==> config.mk <==
export PLATFORM = sky130hd
export DESIGN_NAME = regbank_arbiter
export DESIGN_NICKNAME = d
export VERILOG_FILES = /design/src/rtl/regbank_arbiter.sv
export SDC_FILE = /design/constraint.sdc
export NUM_CORES = 1
export LEC_CHECK = 0
export CAP_MARGIN = 20
export CORE_MARGIN = 1.5
export CORE_UTILIZATION = 40
export CTS_CLUSTER_SIZE = 30
export DETAILED_ROUTE_END_ITERATION = 7
export PLACE_DENSITY_LB_ADDON = 0.25
export SYNTH_ARGS = -nofsm -noshare
export SYNTH_HDL_FRONTEND = slang
export SYNTH_SLANG_ARGS = --single-unit
==> constraint.sdc <==
create_clock -name clk -period 1.7 [get_ports clk]
set_input_delay 0.17 -clock clk [delete_from_list [all_inputs] [get_ports clk]]
set_output_delay 0.17 -clock clk [all_outputs]
set_load 0.05 [all_outputs]
==> src/rtl/regbank_arbiter.sv <==
// Two-requester round-robin arbiter for a toggle-handshake register bank; one transaction in flight.
// Optional WAIT timeout with sticky err and a terminal ERR state: define REGBANK_ARB_TIMEOUT_EN.
module regbank_arbiter #(
    parameter int ADDR_W         = 32,
    parameter int DATA_W         = 32,
    parameter int TIMEOUT_CYCLES = 64
) (
    input  logic              clk,
    input  logic              reset,
    input  logic              trigger0,
    input  logic [ADDR_W-1:0] addr0,
    output logic              ready0,
    output logic [DATA_W-1:0] data0,
    input  logic              trigger1,
    input  logic [ADDR_W-1:0] addr1,
    output logic              ready1,
    output logic [DATA_W-1:0] data1,
    output logic              triggerOutRB,
    output logic [ADDR_W-1:0] addrRB,
    input  logic              readyInRB,
    input  logic [DATA_W-1:0] dataInRB,
    output logic              grant,
    output logic              busy,
    output logic              err
);

`ifdef REGBANK_ARB_TIMEOUT_EN
    typedef enum logic [1:0] {S_IDLE = 2'd0, S_WAIT = 2'd1, S_ERR = 2'd2} state_t;
`else
    typedef enum logic {S_IDLE = 1'b0, S_WAIT = 1'b1} state_t;
`endif

    state_t            state_q, state_d;
    logic              trig_q, trig_d;
    logic [ADDR_W-1:0] addr_q, addr_d;
    logic              rdy0_q, rdy0_d, rdy1_q, rdy1_d;
    logic [DATA_W-1:0] dat0_q, dat0_d, dat1_q, dat1_d;
    logic              grant_q, grant_d;
    logic              last_q, last_d;
    logic              pend0, pend1, pick, complete, timeout;

    assign pend0    = (trigger0 != rdy0_q);
    assign pend1    = (trigger1 != rdy1_q);
    // On a tie the requester not served last wins; otherwise the lone requester wins.
    assign pick     = (pend0 && pend1) ? ~last_q : pend1;
    assign complete = (readyInRB == trig_q);

`ifdef REGBANK_ARB_TIMEOUT_EN
    localparam int              CNT_W    = $clog2(TIMEOUT_CYCLES + 1);
    localparam logic [CNT_W-1:0] CNT_LAST = CNT_W'(TIMEOUT_CYCLES - 1);
    localparam logic [31:0]      TO_DATA  = 32'hDEADBEEF;
    logic [CNT_W-1:0] cnt_q, cnt_d;
    logic             err_q, err_d;

    assign timeout = (state_q == S_WAIT) && !complete && (cnt_q == CNT_LAST);
    assign err     = err_q;
`else
    assign timeout = 1'b0;
    assign err     = 1'b0;
`endif

    always_ff @(posedge clk) begin
        if (reset) begin
            state_q <= S_IDLE;
            trig_q  <= 1'b0;
            addr_q  <= '0;
            rdy0_q  <= 1'b0;
            rdy1_q  <= 1'b0;
            dat0_q  <= '0;
            dat1_q  <= '0;
            grant_q <= 1'b0;
            last_q  <= 1'b1;
`ifdef REGBANK_ARB_TIMEOUT_EN
            cnt_q   <= '0;
            err_q   <= 1'b0;
`endif
        end else begin
            state_q <= state_d;
            trig_q  <= trig_d;
            addr_q  <= addr_d;
            rdy0_q  <= rdy0_d;
            rdy1_q  <= rdy1_d;
            dat0_q  <= dat0_d;
            dat1_q  <= dat1_d;
            grant_q <= grant_d;
            last_q  <= last_d;
`ifdef REGBANK_ARB_TIMEOUT_EN
            cnt_q   <= cnt_d;
            err_q   <= err_d;
`endif
        end
    end

    always_comb begin
        state_d = state_q;
        case (state_q)
            S_IDLE: if (pend0 || pend1) state_d = S_WAIT;
            S_WAIT: begin
                if (complete)     state_d = S_IDLE;
`ifdef REGBANK_ARB_TIMEOUT_EN
                else if (timeout) state_d = S_ERR;
            end
            S_ERR: begin
                state_d = S_ERR;
`endif
            end
            default: state_d = S_IDLE;
        endcase
    end

    always_comb begin
        trig_d  = trig_q;
        addr_d  = addr_q;
        rdy0_d  = rdy0_q;
        rdy1_d  = rdy1_q;
        dat0_d  = dat0_q;
        dat1_d  = dat1_q;
        grant_d = grant_q;
        last_d  = last_q;
        if (state_q == S_IDLE && (pend0 || pend1)) begin
            grant_d = pick;
            last_d  = pick;
            addr_d  = pick ? addr1 : addr0;
            trig_d  = ~trig_q;
        end
        if (state_q == S_WAIT && complete) begin
            if (grant_q) begin
                rdy1_d = ~rdy1_q;
                dat1_d = dataInRB;
            end else begin
                rdy0_d = ~rdy0_q;
                dat0_d = dataInRB;
            end
        end
`ifdef REGBANK_ARB_TIMEOUT_EN
        err_d = err_q;
        // Counter sits at zero outside WAIT so it is already cleared on entry.
        cnt_d = (state_q == S_WAIT) ? cnt_q + 1'b1 : '0;
        if (timeout) begin
            err_d = 1'b1;
            if (grant_q) begin
                rdy1_d = ~rdy1_q;
                dat1_d = DATA_W'(TO_DATA);
            end else begin
                rdy0_d = ~rdy0_q;
                dat0_d = DATA_W'(TO_DATA);
            end
        end
`endif
    end

    assign triggerOutRB = trig_q;
    assign addrRB       = addr_q;
    assign ready0       = rdy0_q;
    assign ready1       = rdy1_q;
    assign data0        = dat0_q;
    assign data1        = dat1_q;
    assign grant        = grant_q;
    assign busy         = (state_q == S_WAIT);

endmodule

After elaboration in Yosys (flattened, before gate mapping) --
Index checks and enable logic that the tools add are counted. W data, S select, Z words.
Storage, ports and cells: latch bits 0, logic and storage cells 29, register bits 102, memory bits (read-only) 0, output and inout bits 102, bits in writable memories 0, memories 0, input port bits 101
Cells by class: $lt $le $gt $ge 0, reduce and logical (&&, ||, !) cells 6, muxes and demuxes 5, $mul 0, equal/unequal tests 3, shifts and indexed selects 0, add/sub/neg operators 0, bitwise operators 6, divide/modulo/power cells 0
Operator list (number):
- $mux W32 | 1
- $not A1 Y1 | 6
- $reduce_and A2 Y1 | 2
- $logic_and A1 B1 Y1 | 3
- $mux W1 | 3
- $ne A1 B1 Y1 | 2
- $pmux W1 S2 | 1
- $eq A1 B1 Y1 | 1
- $logic_or A1 B1 Y1 | 1

Depth between registers and ports, before layout --
Gate-level depths: netlist of run 1.
depth after elaboration 4, gate-level depth with buffers 6

Worst setup path after synthesis of run 1 --
OpenSTA, ideal clock, no wires.
path type reg-to-reg, start point register trig_q, in the netlist triggerOutRB, end point register dat0_q[10], in the netlist data0[10], arrival time 1.602 ns, buffers on the path 2, path slack -0.034 ns, cell stages (with the launch flop) 7, clock period less this slack 1.734 ns, cells stage by stage dfxtp_1 xor2_1 or3_1 buf_2 buf_2 nand2_1 a21oi_1
On the way: cells in the longest elaborated chain, start to end 3
RTL lines:
- start, declared | RTL line 34 | logic trig_q, trig_d;
- start signal, assigned | RTL line 79 | trig_q <= trig_d;
- $eq A1 B1 Y1 | RTL line 46 | assign complete = (readyInRB == trig_q);
- $logic_and A1 B1 Y1 | RTL line 126 | if (state_q == S_WAIT && complete) begin
- $reduce_and A2 Y1 (no source line)
- end signal, assigned | RTL line 83 | dat0_q <= dat0_d;
- end, declared | RTL line 37 | logic [DATA_W-1:0] dat0_q, dat0_d, dat1_q, dat1_d;
Every way passes these cells. A chain may end at the register's enable or synchronous reset.

Worst setup path after layout of run 1 --
start point register dat0_q[17], in the netlist data0[17], end point output port data0[17]
RTL lines:
- end, declared | RTL line 13 | output logic [DATA_W-1:0] data0,
No word-level cell between the ends.

==> results of run 1 <==
-- power by group --
group          total (mW)  internal, mW  switching (mW)
Sequential           2.89          2.70           0.189
Combinational        3.08          1.10            1.98
Clock                1.75         0.866           0.885
-- area by class of cell --
class | count | area (sq um)
multi-input combinational | 346 | 1730
sequential | 102 | 2050
timing repair buffer | 216 | 2250
fill | 829 | 3250
tap | 133 | 166
clock buffer | 9 | 124
clock inverter | 7 | 114
inverter | 1 | 3.75
-- per-stage QoR --
| stage | cells | setup slack [ns] |
|---|---|---|
| final | 814 | 0.0557 |
| after CTS | 814 | 0.000573 |
| after detailed placement | 798 | -0.0738 |
| after global routing | 814 | 0.0122 |
| after global placement | 798 | 0.0110 |
| after floorplan | 488 | 0.170 |
-- kinds of logic (layout without fill, tap and decap cells) --
kind of cell / after synthesis / count (layout) / synth area share
AOI/OAI and AO/OA: 103 / 103 / 0.180
xor gates and xnor gates: 8 / 8 / 0.0195
buffers and inverters: 40 / 233 / 0.0523
DFF: 102 / 102 / 0.515
muxes: 1 / 1 / 0.00252
other: 1 / 1 / 0.000945
and+or+nand+nor: 233 / 233 / 0.230
-- state kept, by name, summed over array words and instances, names as in the netlist --
name / count
addrRB: 32
busy: 1
data0: 32
data1: 32
grant: 1
last_q: 1
ready0: 1
ready1: 1
triggerOutRB: 1
-- repair_timing --
item                       in CTS  in global routing
setup endpoints to repair      40                 41
pin swaps                       0                  0
hold buffers                    0                  0
gates resized for setup        40                 41
buffers inserted                0                  0
-- metal layers --
metal	part of all wire	up-vias	GRT usage
met1	0.41	1820	0.242
met5	0	-	0
met3	0.079	20	0.0536
met4	0.018	0	0.0790
met2	0.49	171	0.359
li1	-	1983	-
-- synth_stat cells, drive strengths merged --
cell type,n
a21oi,67
clkbuf,18
or3,1
dfxtp,102
xor2,3
o21a,1
buf,21
nand2,193
mux2i,1
nor2,36
conb,1
xnor2,5
a21o,1
o21ai,2
a311oi,32
and3,1
inv,1
nor3,1
nand3,1
-- how the worst max path moves through the flow --
stage                     slack (ns)       start  cells past startpoint          to
after floorplan                 0.17      ready0                      6   addrRB[0]
after global placement          0.01    trigger0                      7   addrRB[8]
after detailed placement       -0.07    trigger0                      7   addrRB[6]
after CTS                     0.0006  addrRB[14]                      1  addrRB[14]
after global routing            0.01   data1[25]                      1   data1[25]
final                           0.06   data0[17]                      1   data0[17]
==> summary.md, run 1 <==
| Metric | Value |
|---|---|
| Max stage delay on crit path | `0.80 ns` |
| Root Buffer | `clkbuf_8` |
| Largest net degree at the start of global routing | `48` |
| Status | `completed` |
| Area grow syn2layout | `62.1%` |
| Commonest non-fill, non-tap cell in the layout | `nand2_1` |
| Register bit total from synthesis | `102` |
| Setup CP Type | `reg2out` |
| Synth warn | `0` |
| Fin Hold WS | `0.218 ns` |
| Detailed Routing Iterations Pass 1 | `4` |
| Initial core utilization | `0.410` |
| Gate Count Post-Synth | `488` |
| Worst hold path class | `in2reg` |
| Fin. max-slew vios | `0` |
| Nets | `777` |
| Hold Fails Final Rpt | `0` |
| Worst Skew | `0.0145 ns` |
| Detailed Route WL | `11,200 um` |
| Worst hold start | `reset` |
| 1st-iter DRT viols | `140` |
| Top-area cell type share of the netlist area | `0.515` |
| I/O pin cnt | `203` |
| Maximum vdd drop | `607 uV` |
| ANT cells | `0` |
| Die area | `10,500 sq um` |
| Clock Latency Late Sink | `0.35 ns` |
| CTS tree | `yes` |
| CP endpoint kind | `output port` |
| HPWL Detailed | `7990 um` |
| Syn Area/Cell | `8.13 sq um` |
| DR WL/cell | `13.8 um` |
| R2r setup slk | `0.25 ns` |
| CTS Buf Count | `9` |
| Htree depth | `3` |
| Worst-case clock buffer depth | `2` |
| F_max | `608 MHz` |
| Pwr dens | `1200 nW/um^2` |
| Initial antenna violation count | `0` |
| Final instance area | `6430 sq um` |
| Largest area contributor in the synthesized netlist | `dfxtp_1` |
| Setup violations, final | `0` |
| Most frequent cells in the layout | `193 x nand2_1, 101 x clkdlybuf4s50_1, 98 x dfxtp_1, 66 x a21oi_1, 41 x dlymetal6s2s_1` |
| Die Y-Extent | `103 um` |
| Max Cap Viol | `0` |
| Post-synthesis net count | `589` |
| GRT Residual Overflow | `0` |
| Post-place instance area | `6140 sq um` |
| Seq/Total Area, Yosys | `0.515` |
| Number of cells on the worst reg-to-reg path | `6` |
| Endpoint of the worst hold path | `grant` |
| Dominant delay contributor by cell family on the critical path | `buffers and inverters` |
| Global-route wire length before repair | `17,100 um` |
| Die boundary width | `103 um` |
| Vias/cell | `4.91` |
| Global-route usage over all layers | `0.206` |
| Worst Tran Pin Value | `0.535 ns` |
| Area of the core | `9680 sq um` |
| Fin crit share | `0.967` |
| R2R Path Start | `ready0` |
| GP Congestion | `0.799` |
| # DRC | `0` |
| Ordered cell list for the critical path | `clkdlybuf4s50_1` |
| Port Buffer Count | `201` |
| Cell Area, Synth | `3970 sq um` |
| CP max-delay cell | `clkdlybuf4s50_1` |
| Setup TNS | `0 ns` |
| Unrepaired setup endpoints after global routing | `false` |
| Worst-path clk slew | `0.10 ns` |
| Area contributors post-synth | `dfxtp_1 51%, nand2_1 18%, a21oi_1 8.3%, a311oi_1 4.9%, a311oi_2 3.8%` |
| Reg-to-Reg End | `addrRB[10]` |
| Routed Antenna Nets | `0` |
| Pwr Total | `7.72 mW` |
| Worst path arrival time | `1.47 ns` |
| Fin util | `0.664` |
| Distinct cells, synth | `26` |
| Layout cells sized above 1 | `0.116` |
| Placement Rows | `36` |
| Worst Path Required | `1.53 ns` |
| Nature of the critical path startpoint | `flop` |
| Num Clock Sinks | `102` |
| Crit path time final | `1.64 ns` |
| Largest fanout on the critical path | `2` |
| Routed vias | `3,994` |
| Vias in the first global route | `3,667` |
| Worst path bufs/invs | `1` |
| Leakage | `3.20 nW` |
| Max-Slew Margin vs Limit | `0.643` |
| Hold depth | `2` |
No activity file was read; power rests on OpenSTA's default activity.
==> run 2, diff against run 1 <==
--- a/config.mk
+++ b/config.mk
@@ -6,8 +6,8 @@
 export NUM_CORES = 1
 export LEC_CHECK = 0
 export CAP_MARGIN = 20
-export CORE_MARGIN = 1.5
 export CORE_UTILIZATION = 40
+export CTS_BUF_LIST = sky130_fd_sc_hd__clkbuf_8 sky130_fd_sc_hd__clkbuf_16
 export CTS_CLUSTER_SIZE = 30
 export DETAILED_ROUTE_END_ITERATION = 7
 export PLACE_DENSITY_LB_ADDON = 0.25
==> run 2 against run 1 <==
  * Critical path depth unchanged
  * Non-clock buffer count up 4
  * Combinational power up 2%
  * Die area down 1.9%
  * Core utilization up 1.8 points
  * Total power down 4.0%
  * Clock power down 21%
  * Global-route usage up 1.1 points
  * Clock-buffer cell count unchanged
==> summary.md, run 2 (synthesis results as in run 1) <==
| Metric | Value |
|---|---|
| Status | `completed (unchanged)` |
| Port Buffer Count | `201 (unchanged)` |
| Clock Latency Late Sink | `0.35 ns (about the same)` |
| Nature of the critical path startpoint | `flop (unchanged)` |
| Hold buffers post-CTS | `0 (unchanged)` |
| Routed Antenna Nets | `0 (unchanged)` |
| # DRC | `0 (unchanged)` |
| Area of the core | `9420 sq um (was 9680 sq um)` |
| Maximum vdd drop | `686 uV (was 607 uV)` |
| Hold Fails Final Rpt | `0 (unchanged)` |
| Final worst slack | `0.0606 ns (was 0.0557 ns)` |
| Worst Tran Pin Value | `0.533 ns (was 0.535 ns)` |
| Setup CP Type | `reg2out (unchanged)` |
| Number of cells on the worst reg-to-reg path | `5 (was 6)` |
| Worst-path clk slew | `0.09 ns (was 0.10 ns)` |
| Initial antenna violation count | `0 (unchanged)` |
| CTS Buf Count | `9 (unchanged)` |
| Root Buffer | `clkbuf_8 (unchanged)` |
| Placed insts | `798 (unchanged)` |
| R2r setup slk | `0.21 ns (was 0.25 ns)` |
| CP max-delay cell | `clkdlybuf4s50_1 (unchanged)` |
| Max-Slew Margin vs Limit | `0.644 (was 0.643)` |
| Detailed Route WL | `11,500 um (was 11,200 um)` |
| Ordered cell list for the critical path | `clkdlybuf4s50_1 (unchanged)` |
| Worst path arrival time | `1.47 ns (about the same)` |
| F_max | `610 MHz (was 608 MHz)` |
| Pwr dens | `1150 nW/um^2 (was 1200 nW/um^2)` |
| Worst Path Required | `1.53 ns (about the same)` |
| Die boundary width | `102 um (was 103 um)` |
| Worst path bufs/invs | `1 (unchanged)` |
| Max stage delay on crit path | `0.80 ns (about the same)` |
| Leakage | `3.34 nW (was 3.20 nW)` |
| Placement Rows | `35 (was 36)` |
| Fin crit share | `0.964 (was 0.967)` |
| Area grow syn2layout | `62.0% (was 62.1%)` |
| Commonest non-fill, non-tap cell in the layout | `nand2_1 (unchanged)` |
| Die area | `10,300 sq um (was 10,500 sq um)` |
| Largest net degree at the start of global routing | `49 (was 48)` |
| Worst-case clock buffer depth | `2 (unchanged)` |
| Worst slack, placed | `-0.133 ns (was -0.0738 ns)` |
| Most frequent cells in the layout | `193 x nand2_1, 102 x clkdlybuf4s50_1, 98 x dfxtp_1, 66 x a21oi_1, 54 x dlymetal6s2s_1 (was 193 x nand2_1, 101 x clkdlybuf4s50_1, 98 x dfxtp_1, 66 x a21oi_1, 41 x dlymetal6s2s_1)` |
| Htree depth | `3 (unchanged)` |
| Num Clock Sinks | `102 (unchanged)` |
| DR WL/cell | `14.2 um (was 13.8 um)` |
| 1st-iter DRT viols | `141 (was 140)` |
| Die Y-Extent | `102 um (was 103 um)` |
| Global-route usage over all layers | `0.216 (was 0.206)` |
| Worst hold path class | `in2reg (unchanged)` |
| Max Cap Viol | `0 (unchanged)` |
| Dominant delay contributor by cell family on the critical path | `buffers and inverters (unchanged)` |
| Vias in the first global route | `3,772 (was 3,667)` |
| Unrepaired setup endpoints after global routing | `false (unchanged)` |
| Initial core utilization | `0.422 (was 0.410)` |
| GRT Residual Overflow | `0 (unchanged)` |
| Routed vias | `4,029 (was 3,994)` |
| Global-route wire length before repair | `17,500 um (was 17,100 um)` |
| CP endpoint kind | `output port (unchanged)` |
| Nets | `781 (was 777)` |
| Endpoint of the worst hold path | `grant (unchanged)` |
| CTS tree | `yes (unchanged)` |
| Hold depth | `2 (unchanged)` |
| Layout cells sized above 1 | `0.126 (was 0.116)` |
| ANT cells | `0 (unchanged)` |
| HPWL Detailed | `8500 um (was 7990 um)` |
| Fin. max-slew vios | `0 (unchanged)` |
| Detailed Routing Iterations Pass 1 | `6 (was 4)` |
| Reg-to-Reg End | `addrRB[20] (was addrRB[10])` |
| Crit path time final | `1.64 ns (about the same)` |
| Largest fanout on the critical path | `2 (unchanged)` |
| Worst Skew | `0.0129 ns (was 0.0145 ns)` |
| Setup violations, final | `0 (unchanged)` |
| I/O pin cnt | `203 (unchanged)` |
| Worst hold start | `reset (unchanged)` |
| R2R Path Start | `ready0 (unchanged)` |
| Setup TNS | `0 ns (unchanged)` |
| Vias/cell | `4.96 (was 4.91)` |
| GP Congestion | `0.773 (was 0.799)` |
| Final Non-Filler Cells | `813 (was 814)` |
run 2: cell types whose count changed in the layout (fill, tap and decap cells not counted), sizes merged:
cell	delta
dlygate4sd2	-18
bufinv	-2
clkinvlp	+1
inv	+1
buf	+8
dlymetal6s2s	+13
clkinv	-1
clkdlybuf4s50	+1
run 2: where the power goes:
part           switching, mW  internal (mW)
clock                  0.832          0.549
sequential             0.195           2.70
combinational           1.99           1.14
total                   3.02           4.39
run 2: cell type report:
| class | count | area, sq um |
|---|---|---|
| tap | 129 | 161 |
| inverter | 1 | 3.75 |
| timing repair buffer | 220 | 2320 |
| sequential | 102 | 2050 |
| multi-input combinational | 346 | 1730 |
| clock buffer | 9 | 124 |
| clock inverter | 6 | 51.3 |
| fill | 764 | 2990 |
run 2: repair_timing:
action                     4_1_cts  5_1_grt
pin swaps                        0        0
resized for setup               22       54
setup endpoints to repair       22       54
setup buffers                    0        0
run 2: how the worst max path moves through the flow:
stage,depth (start not counted),end,slack (ns),start
6_report,1,data0[7],0.06,data0[7]
5_1_grt,1,data1[31],0.002,data1[31]
4_1_cts,1,data1[21],0.0005,data1[21]
3_5_place_dp,6,addrRB[6],-0.13,trigger0
3_3_place_gp,6,grant,-0.05,trigger0
2_1_floorplan,6,addrRB[0],0.17,ready0
run 2: metal layers:
layer	global-route usage	wire length (um)	vias to the layer above	share of wire
li1	-	-	1991	-
met1	0.248	4670	1830	0.41
met2	0.373	5580	183	0.48
met3	0.0566	922	25	0.080
met4	0.105	350	0	0.030
met5	0	0	-	0
run 2: per-stage QoR:
step,hold slack (ns),util,instance area [sq um],power (mW)
2_1_floorplan,0.306,-,3970,4.98
3_3_place_gp,0.442,0.653,6150,6.09
5_1_grt,0.250,0.683,6430,7.76
3_5_place_dp,0.446,0.653,6150,6.16
6_report,0.238,0.683,6430,7.41
4_1_cts,0.214,0.669,6290,7.49
==> variant 1: new RTL, flow settings as in run 1 <==
The option `REGBANK_ARB_TIMEOUT_EN` is turned on by a define.
--- a/src/rtl/regbank_arbiter.sv
+++ b/src/rtl/regbank_arbiter.sv
@@ -1,4 +1,6 @@
 // Two-requester round-robin arbiter for a toggle-handshake register bank; one transaction in flight.
 // Optional WAIT timeout with sticky err and a terminal ERR state: define REGBANK_ARB_TIMEOUT_EN.
+`define REGBANK_ARB_TIMEOUT_EN
+
 module regbank_arbiter #(
     parameter int ADDR_W         = 32,
Formal check against the unedited RTL: same outputs for any inputs over 4 cycles, from zero or initial values and one cycle with reset high; that may be too few to reach the edited logic, so the function may still have changed.
==> variant 1 against run 1 <==
Cell count up 7.9%; cell area grew 7.4%; power increased by 6.6%; synthesized area up 13%; via count increased by 14%; count of clock-buffer cells in the layout increased by 1; sequential cell count up 9; synthesized cell count grew 10%; combinational power grew 8.4%; sequential power rose by 8.0%; wire length is 15% higher; setup slack improved by 53 ps; critical path type is now reg2reg; largest cell class is now flip-flops and latches.
==> variant 1: results <==
{
  "grt_pass1_vias": 4435,
  "post_drt_wl_per_cell_um": 14.7,
  "max_slew_margin": 0.651,
  "drt_iter0_drc": 248,
  "irDropWorstVdd_mv": 0.627,
  "synth.area.top_cells": "dfxtp_1, nand2_1, nor2_1, a21oi_1, a311oi_2",
  "dpl.hpwl_um": 9540,
  "r2r_cells": 5,
  "synth_common_cells": "dfxtp_1, nand2_1, nor2_1",
  "grt.total_usage": 0.216,
  "layout.nets": 835,
  "fin_worst_skew_ps": 12.6,
  "arrival_ps": 1870,
  "nFillCells": 956,
  "rrSetupSlack_ps": 110,
  "drive_gt1_frac": 0.137,
  "leakagePower_nw": 3.21,
  "place_area_um2": 6670,
  "area_delta_synth_final_pct": 54.7,
  "num_vias": 4539,
  "synth_nets": 639,
  "status": "finished, final reports clean",
  "cp_max_fo": 62,
  "synth.distinct_cells": 38,
  "ys_seq_area_frac": 0.497
}
[variant 1: worst min path at each step]
stage / start / endpoint / slack [ps]
final: reset / grant / 230
after global routing: reset / grant / 240
after CTS: reset / grant / 220
after detailed placement: cnt_q[0] / cnt_q[0] / 440
after global placement: cnt_q[0] / cnt_q[0] / 420
after floorplan: dataInRB[14] / flop / 310
[variant 1: logic make-up after synthesis]
kind of cell	synth area share
and+or+nand+nor	0.232
AOI/OAI and AO/OA	0.193
DFF	0.497
buffers and inverters	0.0527
xor gates and xnor gates	0.0196
muxes	0.00224
adders and majority gates	0.00280
[variant 1: cell type report]
type                            count  share of cell area
Sequential cell                   111               0.322
Clock inverter                      6              0.0130
Inverter                            4             0.00217
Clock buffer                       10              0.0199
Timing Repair Buffer              228               0.322
Tap cell                          140              0.0253
Multi-Input combinational cell    379               0.295
[variant 1: worst max-delay path, stage by stage, from the launching register on]
cell and delay, ps:
dfxtp_2 360, xnor2_1 160, a211oi_4 310, buf_12 300, nor2_1 110, a311oi_2 250
[variant 1: through the flow]
stage          total power, W  std cells  worst slack, ps
2_1_floorplan         0.00541        537             70.8
3_3_place_gp          0.00659        862             -113
3_5_place_dp          0.00666        862             -178
4_1_cts               0.00830        878            0.146
5_1_grt               0.00864        878             2.27
6_report              0.00823        878              108
[variant 1: what timing repair did]
item                                    CTS  global route
endpoints found under the setup margin   53            62
resized for setup                        53            27
setup buffers                             0             0
cloned                                    0             0
[variant 1: layer usage]
layer / part of all wire / track usage / vias up
met5: 0 / 0 / -
met4: 0.014 / 0.0733 / 0
met3: 0.093 / 0.0658 / 13
met2: 0.49 / 0.381 / 186
met1: 0.41 / 0.249 / 2111
li1: - / - / 2229
[variant 1: power by group]
part	leakage [nW]	switching [W]	internal [W]	total [W]
Sequential	0.910	0.000190	0.00293	0.00312
Clock	0.113	0.000890	0.000879	0.00177
Combinational	2.19	0.00218	0.00116	0.00334
==> variant 2: new RTL, settings of run 1 <==
Without the edit above. Make the reset (`reset`) asynchronous in one clocked block.
--- a/src/rtl/regbank_arbiter.sv
+++ b/src/rtl/regbank_arbiter.sv
@@ -60,5 +60,5 @@
 `endif
 
-    always_ff @(posedge clk) begin
+    always_ff @(posedge clk or posedge reset) begin
         if (reset) begin
             state_q <= S_IDLE;
Behaviour: differs if reset is asserted again (counterexample within 4 cycles, from zero or initial values and one cycle with reset high); with reset held inactive, the same outputs for 4 cycles.
==> variant 2 against run 1 <==
Cell count shrank 16%; via count shrank 18%; fmax grew 5.1%; setup slack gained 80 ps; synthesized area grew 5.4%; cell area grew 0.52%; sequential cell count is the same; wire length shrank 5.0%; critical path type is now reg2reg; die area grew 5.2%; global-route usage shrank 1.2 points.
Power is left out: the tool's default activity adds up to more than one toggle a clock period on the data nets, which glitch-free logic cannot reach.
==> variant 2: results <==
{
  "status": "finished, final reports clean",
  "hold_class": "in2async",
  "grt_first_pass_wirelength_um": 16700,
  "r2r-start": "triggerOutRB",
  "ys_seq_area_frac": 0.611,
  "drt-total-wl_um": 10600,
  "cts_root_buf": "clkbuf_8",
  "cts_resized": 73,
  "r2r_cells": 5,
  "fin_worst_skew_ps": 14.4,
  "cts.path.max_buffers": 2,
  "place.gp.congestion": 0.772,
  "grt_max_degree": 79,
  "dpl.hpwl_um": 7610,
  "synth_nets": 438,
  "wl_met1_um": 4390,
  "synth.distinct_cells": 23,
  "synthArstFlopShare": 1.00,
  "grt_pass1_vias": 3305,
  "path_class": "reg2reg",
  "met2_wirelength_um": 5170,
  "layout.nets": 642,
  "max_slew.worst_pin.slew_ps": 530,
  "synth.area.top_cells": "dfrtp_1, mux2_2, a21oi_1, nand2_1, nor2_1",
  "drt_iter0_drc": 174,
  "port_buffers": 201,
  "arrival_ps": 1820,
  "wl_met3_um": 875,
  "top_layer_used": "met4",
  "insertion_delay_ps": 370,
  "drive_gt1_frac": 0.234,
  "cp_max_fo": 11,
  "drt_first_pass_iters": 5,
  "via_per_inst": 4.82,
  "synth_common_cells": "dfrtp_1, mux2_2, a21oi_1",
  "grt.total_usage": 0.194,
  "ys_warn_count": 0
}
## variant 2: per-layer routing
| layer | up-vias | global-route usage |
|---|---|---|
| li1 | 1545 | - |
| met1 | 1598 | 0.228 |
| met2 | 129 | 0.325 |
| met3 | 17 | 0.0625 |
| met4 | 0 | 0.0841 |
| met5 | - | 0 |
## variant 2: critical path, stage by stage, from the launching register on
cell and delay, ps:
dfrtp_2 450, xnor2_2 180, nand2_1 110, nor2_4 150, buf_4 220, mux2_2 350
## variant 2: logic make-up (layout without fill, tap and decap cells)
kind of cell	after synthesis	in the layout	synth area share
buffers and inverters	24	233	0.0437
and+or+nand+nor	69	69	0.0652
AOI/OAI and AO/OA	71	71	0.0928
xor gates and xnor gates	6	6	0.0144
other	1	1	0.000897
muxes	64	64	0.172
DFF	102	102	0.611
## variant 2: cell type report
cell class	count	area (µm²)
Timing Repair Buffer	214	2070
Multi-Input combinational cell	211	1460
Clock inverter	4	55.1
Clock buffer	12	145
Fill cell	842	3760
Tap cell	136	170
Inverter	3	15.0
Sequential cell	102	2550
## variant 2: through the flow
stage	util	setup WS, ps	cell area [µm²]	std cells	setup TNS [ps]
after floorplan	-	25.8	4200	337	0
after global placement	0.621	-38.7	6350	666	-474
after detailed placement	0.621	-61.4	6350	666	-984
after CTS	0.631	3.07	6460	682	0
after global routing	0.632	74.7	6470	682	0
final	0.632	135	6470	682	0
## variant 2: final timing paths
kind	end	slack, ps
max in group asynchronous	data1[13]	1070
worst min-delay path	addrRB[1]	260
worst max register to register	data0[7]	140
min in group clk	addrRB[27]	340
worst max-delay path	data0[7]	140
worst min register to register	data0[28]	500
